File: src/rtl/vga_plot_receiver.sv
// Plot-bus receiver: buffers {x,y,RGB} plot requests in a FIFO, converts them to
// linear framebuffer writes, drops and counts off-screen plots, and runs full-screen clears.
module vga_plot_receiver #(
   parameter int FIFO_DEPTH = 8,
   parameter int SCREEN_W   = 160,
   parameter int SCREEN_H   = 120,
   parameter int ADDR_W     = 15
) (
   input  logic              clk,
   input  logic              reset,
   input  logic [7:0]        vga_x_in_bus,
   input  logic [7:0]        vga_y_in_bus,
   input  logic [23:0]       vga_RGB_in_bus,
   input  logic              vga_draw_enable_bus,
   output logic              ready,
   input  logic              clear_start,
   input  logic [23:0]       clear_colour,
   output logic              clear_done,
   output logic [ADDR_W-1:0] fb_address,
   output logic [23:0]       fb_data,
   output logic              fb_write_enable,
   output logic [7:0]        dropped_count,
   output logic              busy
);

   localparam int PTR_W = (FIFO_DEPTH > 1) ? $clog2(FIFO_DEPTH) : 1;
   localparam logic [ADDR_W-1:0] W_A       = ADDR_W'(SCREEN_W);
   localparam logic [ADDR_W-1:0] LAST_ADDR = ADDR_W'(SCREEN_W * SCREEN_H - 1);

   typedef enum logic {S_RUN, S_CLEAR} state_t;

   state_t            r_state, w_state_next;
   logic [39:0]       r_fifo_mem [FIFO_DEPTH];
   logic [PTR_W-1:0]  r_wr_ptr, r_rd_ptr;
   logic [PTR_W:0]    r_count;
   logic              r_clear_pending;
   logic [23:0]       r_clear_colour;
   logic [ADDR_W-1:0] r_clear_cnt;
   logic [ADDR_W-1:0] r_fb_address;
   logic [23:0]       r_fb_data;
   logic              r_fb_we;
   logic              r_clear_done;
   logic [7:0]        r_dropped;

   logic              w_ready, w_push, w_pop, w_clear_accept, w_onscreen;
   logic [39:0]       w_head;
   logic [7:0]        w_head_x, w_head_y;
   logic [ADDR_W-1:0] w_lin_addr;

   // Ready looks only at the registered count, so a full FIFO refuses a push even while popping.
   assign w_ready        = (r_state == S_RUN) && !r_clear_pending && (32'(r_count) < FIFO_DEPTH);
   assign w_push         = vga_draw_enable_bus && w_ready;
   assign w_pop          = (r_state == S_RUN) && (r_count != '0);
   assign w_clear_accept = clear_start && (r_state == S_RUN) && !r_clear_pending;

   assign w_head     = r_fifo_mem[r_rd_ptr];
   assign w_head_x   = w_head[39:32];
   assign w_head_y   = w_head[31:24];
   assign w_onscreen = (32'(w_head_x) < SCREEN_W) && (32'(w_head_y) < SCREEN_H);
   assign w_lin_addr = ADDR_W'(w_head_y) * W_A + ADDR_W'(w_head_x);

   always_ff @(posedge clk) begin
      if (w_push)
         r_fifo_mem[r_wr_ptr] <= {vga_x_in_bus, vga_y_in_bus, vga_RGB_in_bus};
   end

   always_ff @(posedge clk or posedge reset) begin
      if (reset) begin
         r_wr_ptr <= '0;
         r_rd_ptr <= '0;
         r_count  <= '0;
      end else begin
         if (w_push) r_wr_ptr <= r_wr_ptr + 1'b1;
         if (w_pop)  r_rd_ptr <= r_rd_ptr + 1'b1;
         case ({w_push, w_pop})
            2'b10:   r_count <= r_count + 1'b1;
            2'b01:   r_count <= r_count - 1'b1;
            default: r_count <= r_count;
         endcase
      end
   end

   always_ff @(posedge clk or posedge reset) begin
      if (reset) r_state <= S_RUN;
      else       r_state <= w_state_next;
   end

   always_comb begin
      w_state_next = r_state;
      case (r_state)
         S_RUN:   if (r_clear_pending && (r_count == '0)) w_state_next = S_CLEAR;
         S_CLEAR: if (r_clear_cnt == LAST_ADDR)           w_state_next = S_RUN;
         default: w_state_next = S_RUN;
      endcase
   end

   always_ff @(posedge clk or posedge reset) begin
      if (reset) begin
         r_fb_address    <= '0;
         r_fb_data       <= '0;
         r_fb_we         <= 1'b0;
         r_clear_done    <= 1'b0;
         r_dropped       <= '0;
         r_clear_pending <= 1'b0;
         r_clear_colour  <= '0;
         r_clear_cnt     <= '0;
      end else begin
         r_clear_done <= 1'b0;
         if (w_clear_accept) begin
            r_clear_pending <= 1'b1;
            r_clear_colour  <= clear_colour;
         end
         case (r_state)
            S_RUN: begin
               if (w_pop) begin
                  if (w_onscreen) begin
                     r_fb_address <= w_lin_addr;
                     r_fb_data    <= w_head[23:0];
                     r_fb_we      <= 1'b1;
                  end else begin
                     r_fb_we <= 1'b0;
                     if (r_dropped != 8'hFF) r_dropped <= r_dropped + 1'b1;
                  end
               end else begin
                  r_fb_we <= 1'b0;
                  // FIFO is empty here, so a pending clear starts on this edge.
                  if (r_clear_pending) begin
                     r_clear_pending <= 1'b0;
                     r_clear_cnt     <= '0;
                  end
               end
            end
            S_CLEAR: begin
               r_fb_address <= r_clear_cnt;
               r_fb_data    <= r_clear_colour;
               r_fb_we      <= 1'b1;
               r_clear_cnt  <= r_clear_cnt + 1'b1;
               if (r_clear_cnt == LAST_ADDR) r_clear_done <= 1'b1;
            end
            default: r_fb_we <= 1'b0;
         endcase
      end
   end

   assign ready           = w_ready && !reset;
   assign fb_address      = r_fb_address;
   assign fb_data         = r_fb_data;
   assign fb_write_enable = r_fb_we;
   assign clear_done      = r_clear_done;
   assign dropped_count   = r_dropped;
   assign busy            = (r_count != '0) || r_clear_pending || (r_state == S_CLEAR) || r_fb_we;

endmodule

File: config.mk
export PLATFORM = sky130hd
export DESIGN_NAME = vga_plot_receiver
export DESIGN_NICKNAME = d
export VERILOG_FILES = /design/src/rtl/vga_plot_receiver.sv
export SDC_FILE = /design/constraint.sdc
export NUM_CORES = 1
export LEC_CHECK = 0
export BUFFER_PORTS_ARGS = -buffer_cell sky130_fd_sc_hd__buf_4
export CORE_MARGIN = 3
export CORE_UTILIZATION = 65
export CTS_CLUSTER_SIZE = 20
export DETAILED_ROUTE_END_ITERATION = 10
export GPL_TIMING_DRIVEN = 0
export HOLD_SLACK_MARGIN = 0.05
export PLACE_DENSITY = 0.85
export SKIP_LAST_GASP = 1
export SLEW_MARGIN = 25
export SYNTH_ARGS = -nofsm -noshare
export SYNTH_HDL_FRONTEND = slang
export SYNTH_SLANG_ARGS = --single-unit
File: constraint.sdc
create_clock -name clk -period 8.4 [get_ports clk]
set_clock_uncertainty 0.1 [all_clocks]
set_input_delay 2.1 -clock clk [delete_from_list [all_inputs] [get_ports clk]]
set_output_delay 2.1 -clock clk [all_outputs]
set_load 0.01 [all_outputs]
# Word-level counts from Yosys, hierarchy flattened
# Memories as Yosys holds them, arrays and structs flattened.
# Index checks and enable logic that the tools add are counted.
[word_totals]
ff_bits = 100
mem_bits_rw = 320
in_bits = 68
output_inout_bits = 51
elab_cells = 78
n_memories = 1
[memory_table]
columns = ["memory", "words", "width", "rd", "rd_ports_with_merged_regs", "write_ports", "line_no", "source"]
rows = [
  ["r_fifo_mem", 8, 40, 1, 0, 1, "33", "logic [39:0] r_fifo_mem [FIFO_DEPTH];"],
]
[classes]
add_sub_neg = 7
mul = 1
order_cmp = 3
eq_ne = 8
n_mux = 24
bitwise_logic = 2
reduce_logical = 20
[ops]
columns = ["operator", "count"]
rows = [
  ["15-bit 2-to-1 mux", 4],
  ["15-bit case mux with 2 select lines", 2],
  ["24-bit 2-to-1 mux", 2],
  ["24-bit case mux with 2 select lines", 1],
  ["15-bit by 1-bit adder with 15-bit output (second input constant)", 1],
  ["15-bit by 8-bit adder with 15-bit output", 1],
  ["15-bit == test (second input constant)", 1],
  ["1-bit 2-to-1 mux", 12],
  ["8-bit by 3-bit multiplier with 10-bit output (second input constant)", 1],
  ["1-bit logical AND", 9],
  ["8-bit by 1-bit adder with 8-bit output (second input constant)", 1],
  ["8-bit by 7-bit less-than comparator with 1-bit output (second input constant)", 1],
  ["8-bit less-than comparator (second input constant)", 1],
  ["2-bit inequality test (second input constant)", 4],
  ["8-bit inequality test (second input constant)", 1],
  ["4-bit case mux with 2 select lines", 1],
  ["3-bit by 1-bit adder with 3-bit output (second input constant)", 2],
  ["4-bit by 1-bit adder with 4-bit output (second input constant)", 1],
  ["4-bit zero test", 1],
  ["4-bit less-than comparator (second input constant)", 1],
  ["1-bit case mux with 2 select lines", 2],
  ["2-bit AND reduction", 2],
  ["4-bit AND reduction", 1],
  ["4-bit nonzero test", 1],
  ["other kinds (7)", 11],
]

# Depth between registers and ports, before layout
# Gate-level depths: netlist (run 1).
[logic_depth]
word_depth = 7
depth_mapped = 17
ltp_nobuf = 14

# Worst setup path after synthesis (run 1)
# No wires, ideal clock.
[synth_path]
path_kind = "input port to flip-flop"
start = "input port vga_draw_enable_bus"
end = "memory r_fifo_mem[1][0] (enable)"
setup_time_ns = 0.487
arrival_time_ns = 5.755
required_time_ns = 7.813
setup_slack_ns = 2.058
cell_stages = 3
path_buffers = 0
cell_sequence = "nor4b_1 -> nand2_1 -> nor3_1"
[synth_between]
elab_chain_len = 3
[synth_rtl]
columns = ["item", "line_no", "source"]
rows = [
  ["start, declared", "14", "input logic vga_draw_enable_bus,"],
  ["1-bit logical AND", "52", "assign w_push = vga_draw_enable_bus && w_ready;"],
  ["1-bit 2-to-1 mux", "63", "if (w_push)"],
  ["1-bit 2-to-1 mux (not written as such)", "64", "r_fifo_mem[r_wr_ptr] <= {vga_x_in_bus, vga_y_in_bus, vga_RGB_in_bus};"],
  ["end, declared", "33", ""],
]
# Every way passes these cells.

# Final worst setup path (run 1)
[layout_path]
start = "register r_rd_ptr[1]"
end = "register r_fb_address[14] (netlist: fb_address[14])"
[layout_between]
elab_chain_len = 6
elab_cells_between_ends = 11
classes_between = "1 x add/sub; 1 x mul; 2 x order compare; 1 x eq/ne; 3 x mux; 2 x reduce/logical; 1 x memory"
[layout_rtl]
columns = ["item", "line_no", "source"]
rows = [
  ["start, declared", "34", "logic [PTR_W-1:0] r_wr_ptr, r_rd_ptr;"],
  ["start signal, assigned", "74", "if (w_pop) r_rd_ptr <= r_rd_ptr + 1'b1;"],
  ["memory read 8 x 40 bit (*)", "-", ""],
  ["8-bit by 3-bit multiplier with 10-bit output", "60", "assign w_lin_addr = ADDR_W'(w_head_y) * W_A + ADDR_W'(w_head_x);"],
  ["15-bit by 8-bit adder with 15-bit output", "60", ""],
  ["15-bit 2-to-1 mux", "116", "if (w_onscreen) begin"],
  ["15-bit 2-to-1 mux", "115", "if (w_pop) begin"],
  ["15-bit case mux with 2 select lines", "113", "case (r_state)"],
  ["end signal, assigned", "117", "r_fb_address <= w_lin_addr;"],
  ["end signal, assigned", "134", "r_fb_address <= r_clear_cnt;"],
  ["end, declared", "39", "logic [ADDR_W-1:0] r_fb_address;"],
]
# Mark *: on every way between the ends. The rest lies on a longest branch, timed or not. The select of a mux whose other input is x is not followed.
# A chain may end at the register's enable or synchronous reset.

==> flow_summary.toml, run 1 <==
[run_status]
status = "complete, no violations"

[cts]
hold_buffers = 0
clkTransAtPathRegs_ps = 60
cts_tree = "built"
cts_buffers = 41
clock_sinks = 420
clk_path_buf_depth = 3
cts_resized = 0
postCtsSetupRepairBufs = 0
htreeDepth = 2
clockRootBuffer = "clkbuf_16"
worstSkewPairLatency_ps = 540

[floorplan]
die_h_um = 168.2
die_w_um = 168.2
core-area_um2 = 25540
initial_utilization_pct = 66.90
die-area_um2 = 28270
io_pins = 119
rows = 58

[worst_setup_path]
crit_arrival_ps = 5300
ff2ff_path_depth = 17
worst-path-max-fanout = 10
critPathKind = "register to register"
r2r-end = "fb_address[14]"
rrSetupSlack_ps = 3440
reg2reg_from = "r_rd_ptr[1]"
end_kind = "register"
crit_required_ps = 8740
start_kind = "register"

[cells_and_area]
fin_cells = 1497
areaGrowthSynthToFinish_pct = 18.43
diodes = 0
fin_nets = 1229
drive_above_1_share_pct = 31.62
final_util_pct = 79.24
layout_commonest_cell = "edfxtp_1"
nFillCells = 1233
layout_common_cells = "edfxtp_1, buf_4, dfrtp_1, mux4_2, nand2_1"
final_area_um2 = 20240

[synthesis]
synth_area_leader_cell = "edfxtp_1"
ys_async_sr_fraction_pct = 23.81
ys_types = 52
synth.top_cell.area_share_pct = 56.23
synth_edf_count = 320
netlist_instances = 949
synth.area.top_cells = "edfxtp_1, dfrtp_1, mux4_2"
yosysSeqAreaShare_pct = 70.87
yosys_warnings = 0
syn-num-nets = 1042
synth_area_per_cell_um2 = 18.01
ys.flop_type = "edfxtp_1"
syn_area_um2 = 17090
synth_seq_cells = 420

[pwr]
switchingPower_mw = 2.497
seqPwrFrac_pct = 35.9
ir_worst_vdd_uv = 289.4
p_leak_nw = 7.356
powerDensity_nw_per_um2 = 365.4
sw_frac_of_total_pct = 33.76
p_int_mw = 4.899
clockPowerShare_pct = 24.7
combPwrFrac_pct = 39.4

[global_route]
grt_pass1_wl_mm = 62.70
grt_usage_pct = 29.79
antenna_found_initial = 0
gr-total-overflow = 0
grt_max_degree = 54
grt_pass1_vias = 10202

[min_path]
hold_path_class = "register to register"
worst_hold_path.num_cells = 2
hp-start = "r_clear_colour[20]"
hold_path_end = "fb_data[20]"

[sta]
relSlewSlack_pct = 42.28
rsz0062_at_grt = "false"
setup_viol = 0
period_share_pct = 59.02
worst_pin_slew_ps = 865.8
slew_viol_final = 0
final.min_clock_period_ps = 4958
fin_tns_setup_ps = 0
fmax_ghz = 0.2017
hold_violations = 0
holdWs_ps = 392.1

[placement]
place_area_um2 = 18900
dp_hpwl_mm = 25.46
place_congestion = 0.8234
io_buffers = 118
dpl.cell_count = 1423

[detailed_routing]
vias = 9899
drt_first_iter_violations = 1375
ant_nets = 0
post_drt_wl_per_cell_um = 27.67
finalWirelength_mm = 41.43
drc = 0
dr.pass1.iters = 5
avgViaCountPerCell = 6.613

[flow_run]
drv_cap = 0
power by group through the flow:
stage / logic [mW] / registers [mW] / clock network [mW]
after floorplan: 2.03 / 2.66 / 0
final: 2.92 / 2.66 / 1.82
after CTS: 2.92 / 2.65 / 1.83
after global routing: 3.15 / 2.68 / 1.92
after global placement: 2.73 / 2.67 / 0
after detailed placement: 2.84 / 2.68 / 0
per-stage QoR:
| step | total power [mW] | setup slack, ps |
|---|---|---|
| 5_1_grt | 7.749 | 3090 |
| 2_1_floorplan | 4.694 | 2058 |
| 6_report | 7.397 | 3442 |
| 3_3_place_gp | 5.397 | -945.7 |
| 4_1_cts | 7.400 | 3459 |
| 3_5_place_dp | 5.519 | 3533 |
cell usage after synthesis (all sizes together), types with 5 or more instances:
master and n:
edfxtp 320, dfrtp 100, mux4 80, nand2 77, mux2 59, o21ai 49, mux2i 43, nor2 28
clkbuf 23, ha 22, nand3 20, buf 19, inv 14, xnor2 14, xor2 11, nand4 8
a21oi 5, nor4 5
final cells by class:
| type | count | area [um^2] | share of cell area (%) |
|---|---|---|---|
| flip-flops and latches | 420 | 12110 | 59.84 |
| clock buffers | 64 | 1224 | 6.046 |
| well taps | 330 | 412.9 | 2.040 |
| multi-input cells | 472 | 4730 | 23.37 |
| repair buffers | 144 | 1326 | 6.552 |
| plain buffers | 42 | 262.8 | 1.298 |
| clock inverters | 10 | 112.6 | 0.5563 |
| inverters | 15 | 61.31 | 0.3029 |
kinds of logic (layout without fill, tap and decap cells):
| logic type | after synthesis | count (layout) | share of synthesized area (%) |
|---|---|---|---|
| buffers and inverters | 57 | 275 | 1.867 |
| muxes | 182 | 182 | 16.95 |
| AOI/OAI and AO/OA | 72 | 72 | 2.409 |
| and+or+nand+nor | 168 | 168 | 4.664 |
| xor gates and xnor gates | 25 | 25 | 1.281 |
| adders and majority gates | 25 | 25 | 1.962 |
| DFF | 420 | 420 | 70.87 |
critical path, stage by stage (launching register included):
cell,delay [ps]
dfrtp_1,460
buf_6,200
clkbuf_1,610
buf_1,520
mux4_2,390
mux2i_1,240
inv_1,120
ha_1,290
ha_1,210
inv_1,70
fa_1,450
nand2b_1,170
or2_2,280
nor2_1,130
nand4_1,140
xnor2_1,210
mux2i_1,100
mux2i_1,160
flip-flops by register name, summed over array words and instances, names as in the netlist:
name	flops
clear_done	1
dropped_count	8
fb_address	15
fb_data	24
fb_write_enable	1
r_clear_cnt	15
r_clear_colour	24
r_clear_pending	1
r_count	4
r_fifo_mem	320
r_rd_ptr	3
r_state	1
r_wr_ptr	3
how the worst max path moves through the flow:
stage,start,end,slack (ps),depth (start not counted)
after CTS,r_rd_ptr[1],fb_address[14],3460,17
final,r_rd_ptr[1],fb_address[14],3440,17
after floorplan,vga_draw_enable_bus,r_fifo_mem[1][0],2060,3
after detailed placement,r_rd_ptr[1],fb_address[14],3530,17
after global placement,vga_draw_enable_bus,r_fifo_mem[1][21],-950,4
after global routing,r_rd_ptr[1],fb_address[14],3090,17
metal layers:
metal | global-route usage, % | up-vias | share of wire [%]
li1 | - | 4075 | -
met1 | 41.55 | 5034 | 38
met2 | 48.80 | 693 | 50
met3 | 5.588 | 97 | 9.3
met4 | 9.783 | 0 | 3.3
met5 | 0 | - | 0
Note: power is estimated with default switching activity, not from simulation.
==> inputs of run 2 (changes only) <==
--- a/config.mk
+++ b/config.mk
@@ -7,12 +7,12 @@
 export LEC_CHECK = 0
 export BUFFER_PORTS_ARGS = -buffer_cell sky130_fd_sc_hd__buf_4
 export CORE_MARGIN = 3
-export CORE_UTILIZATION = 65
+export CORE_UTILIZATION = 60
 export CTS_CLUSTER_SIZE = 20
 export DETAILED_ROUTE_END_ITERATION = 10
 export GPL_TIMING_DRIVEN = 0
 export HOLD_SLACK_MARGIN = 0.05
-export PLACE_DENSITY = 0.85
+export PLACE_DENSITY = 0.79
 export SKIP_LAST_GASP = 1
 export SLEW_MARGIN = 25
 export SYNTH_ARGS = -nofsm -noshare
==> constraint.sdc (replaced) <==
create_clock -name clk -period 5.1 [get_ports clk]
set_clock_uncertainty 0.1 [all_clocks]
set_input_delay 1.275 -clock clk [delete_from_list [all_inputs] [get_ports clk]]
set_output_delay 1.275 -clock clk [all_outputs]
set_load 0.01 [all_outputs]
==> flow_summary.toml, run 2 (synthesis results as in run 1) <==
[global_route]
grt_max_degree = 67
gr-total-overflow = 0
grt_pass1_wl_mm = 59.64
grt_pass1_vias = 9895
antenna_found_initial = 2
grt_usage_pct = 25.82

[pwr]
combPwrFrac_pct = 38.6
switchingPower_mw = 4.097
seqPwrFrac_pct = 35.5
p_int_mw = 8.162
ir_worst_vdd_uv = 282.0
sw_frac_of_total_pct = 33.42
powerDensity_nw_per_um2 = 600.3
total_power_mw = 12.26
clockPowerShare_pct = 25.8
p_leak_nw = 7.382

[worst_setup_path]
end_kind = "register"
worst-path-max-fanout = 10
rrSetupSlack_ps = 600
critPathKind = "register to register"
path_common_cell = "mux2i_1"
start_kind = "register"
crit_arrival_ps = 4850
critPathBufInv = 4
critical-path-slowest-cell = "clkbuf_1"
crit_required_ps = 5450
max_stage_delay_ps = 690
cpLargestDelayFamily = "buffers and inverters"
path_cells = "buf_1, clkbuf_1, mux2i_1, inv_1, ha_1, ha_1, inv_1, fa_1, nand2b_1, or2_2, nor2_1, nand4_1, xnor2_1, mux2i_1, mux2i_1"

[sta]
holdWs_ps = 385.7
rsz0062_at_grt = "false"
final.min_clock_period_ps = 4497
setup_viol = 0
relSlewSlack_pct = 39.06
worst_pin_slew_ps = 914.0
slew_viol_final = 0
hold_violations = 0
period_share_pct = 88.18
fmax_ghz = 0.2224

[cts]
cts_buffers = 43
cts_tree = "built"
clkTransAtPathRegs_ps = 60
htreeDepth = 2
clockRootBuffer = "clkbuf_16"
clock_sinks = 420
clk_path_buf_depth = 3
worstSkewPairLatency_ps = 550

[floorplan]
io_pins = 119
die_h_um = 174.8
core-area_um2 = 27930
initial_utilization_pct = 61.18
die-area_um2 = 30540
die_w_um = 174.8
rows = 61

[cells_and_area]
final_util_pct = 73.10
drive_above_1_share_pct = 32.22
largest_reg_flops = 320
fin_nets = 1223
layout_commonest_cell = "edfxtp_1"
areaGrowthSynthToFinish_pct = 19.49
layout_common_cells = "edfxtp_1, buf_4, dfrtp_1, mux4_2, nand2_1"
top_register = "r_fifo_mem"
nFillCells = 1661

[detailed_routing]
ant_nets = 0
avgViaCountPerCell = 6.188
drt_first_iter_violations = 956
finalWirelength_mm = 38.75
drc = 0
dr.pass1.iters = 5
post_drt_wl_per_cell_um = 25.10
vias = 9555

[flow_run]
drv_cap = 0

[min_path]
hold_path_class = "register to register"

[placement]
place_congestion = 0.7999
io_buffers = 118
dp_hpwl_mm = 24.47

[run_status]
status = "complete, no violations"
## run 2: cell types whose count changed in the layout (fill, tap and decap cells not counted), sizes merged
cell	delta
diode	+2
clkbuf	-9
inv	+1
buf	-7
clkinvlp	+3
clkinv	+7
bufinv	+2
## run 2: repair_timing
| action | CTS | global route |
|---|---|---|
| resized for setup | 0 | 0 |
| hold buffers | 0 | 0 |
| setup endpoints to repair | 0 | 3 |
| buffers inserted | 0 | 0 |
## run 2: worst paths after layout
kind,start,endpoint,cells after the start
worst min register to register,r_clear_colour[4],fb_data[4],2
min in group asynchronous,reset,fb_data[4],2
worst max-delay path,r_rd_ptr[2],fb_address[14],15
worst min-delay path,r_clear_colour[4],fb_data[4],2
worst max register to register,r_rd_ptr[2],fb_address[14],15
max in group asynchronous,reset,fb_data[21],3
## run 2: power by group through the flow
stage	registers (mW)	clock network [mW]	logic, mW
detailed placement	4.40	0	4.69
CTS	4.34	3.19	4.78
global route	4.40	3.33	5.17
floorplan	4.39	0	3.35
finish	4.36	3.17	4.74
global placement	4.39	0	4.54
## run 2: per-stage QoR
step | instance area, um^2 | instances | TNS, ps | worst slack [ps]
5_1_grt | 20420 | 1544 | 0 | 365.1
4_1_cts | 20410 | 1544 | 0 | 130.7
6_report | 20420 | 1544 | 0 | 603.0
3_5_place_dp | 18970 | 1465 | 0 | 186.8
3_3_place_gp | 18460 | 1445 | -459070 | -1482
2_1_floorplan | 17100 | 949 | 0 | 649.4
## run 2: area by class of cell
cell class                      instances  area, um^2  area share (%)
Multi-Input combinational cell        472        4747           23.25
Inverter                               15       61.31          0.3002
Clock buffer                           56        1186           5.808
Tap cell                              378       473.0           2.316
Timing Repair Buffer                  138        1330           6.513
Antenna cell                            2       5.005         0.02451
Clock inverter                         23       251.5           1.232
Sequential cell                       420       12110           59.31
Buffer                                 40       255.2           1.250
## run 2: worst reg2reg max path, delay by kind of cell (launching register included)
kind / cells / cell delay (ps)
buf+inv: 4 / 1430
flops: 1 / 400
mux: 3 / 610
xor+xnor: 1 / 240
simple gates: 4 / 700
fa+ha+maj: 3 / 940
## run 2: layer usage
| layer | vias to the layer above | wire (um) | track usage [%] |
|---|---|---|---|
| met5 | - | 0 | 0 |
| met4 | 0 | 1206 | 9.009 |
| met3 | 80 | 3200 | 4.694 |
| met2 | 492 | 18430 | 39.84 |
| met1 | 4897 | 15910 | 38.01 |
| li1 | 4086 | - | - |
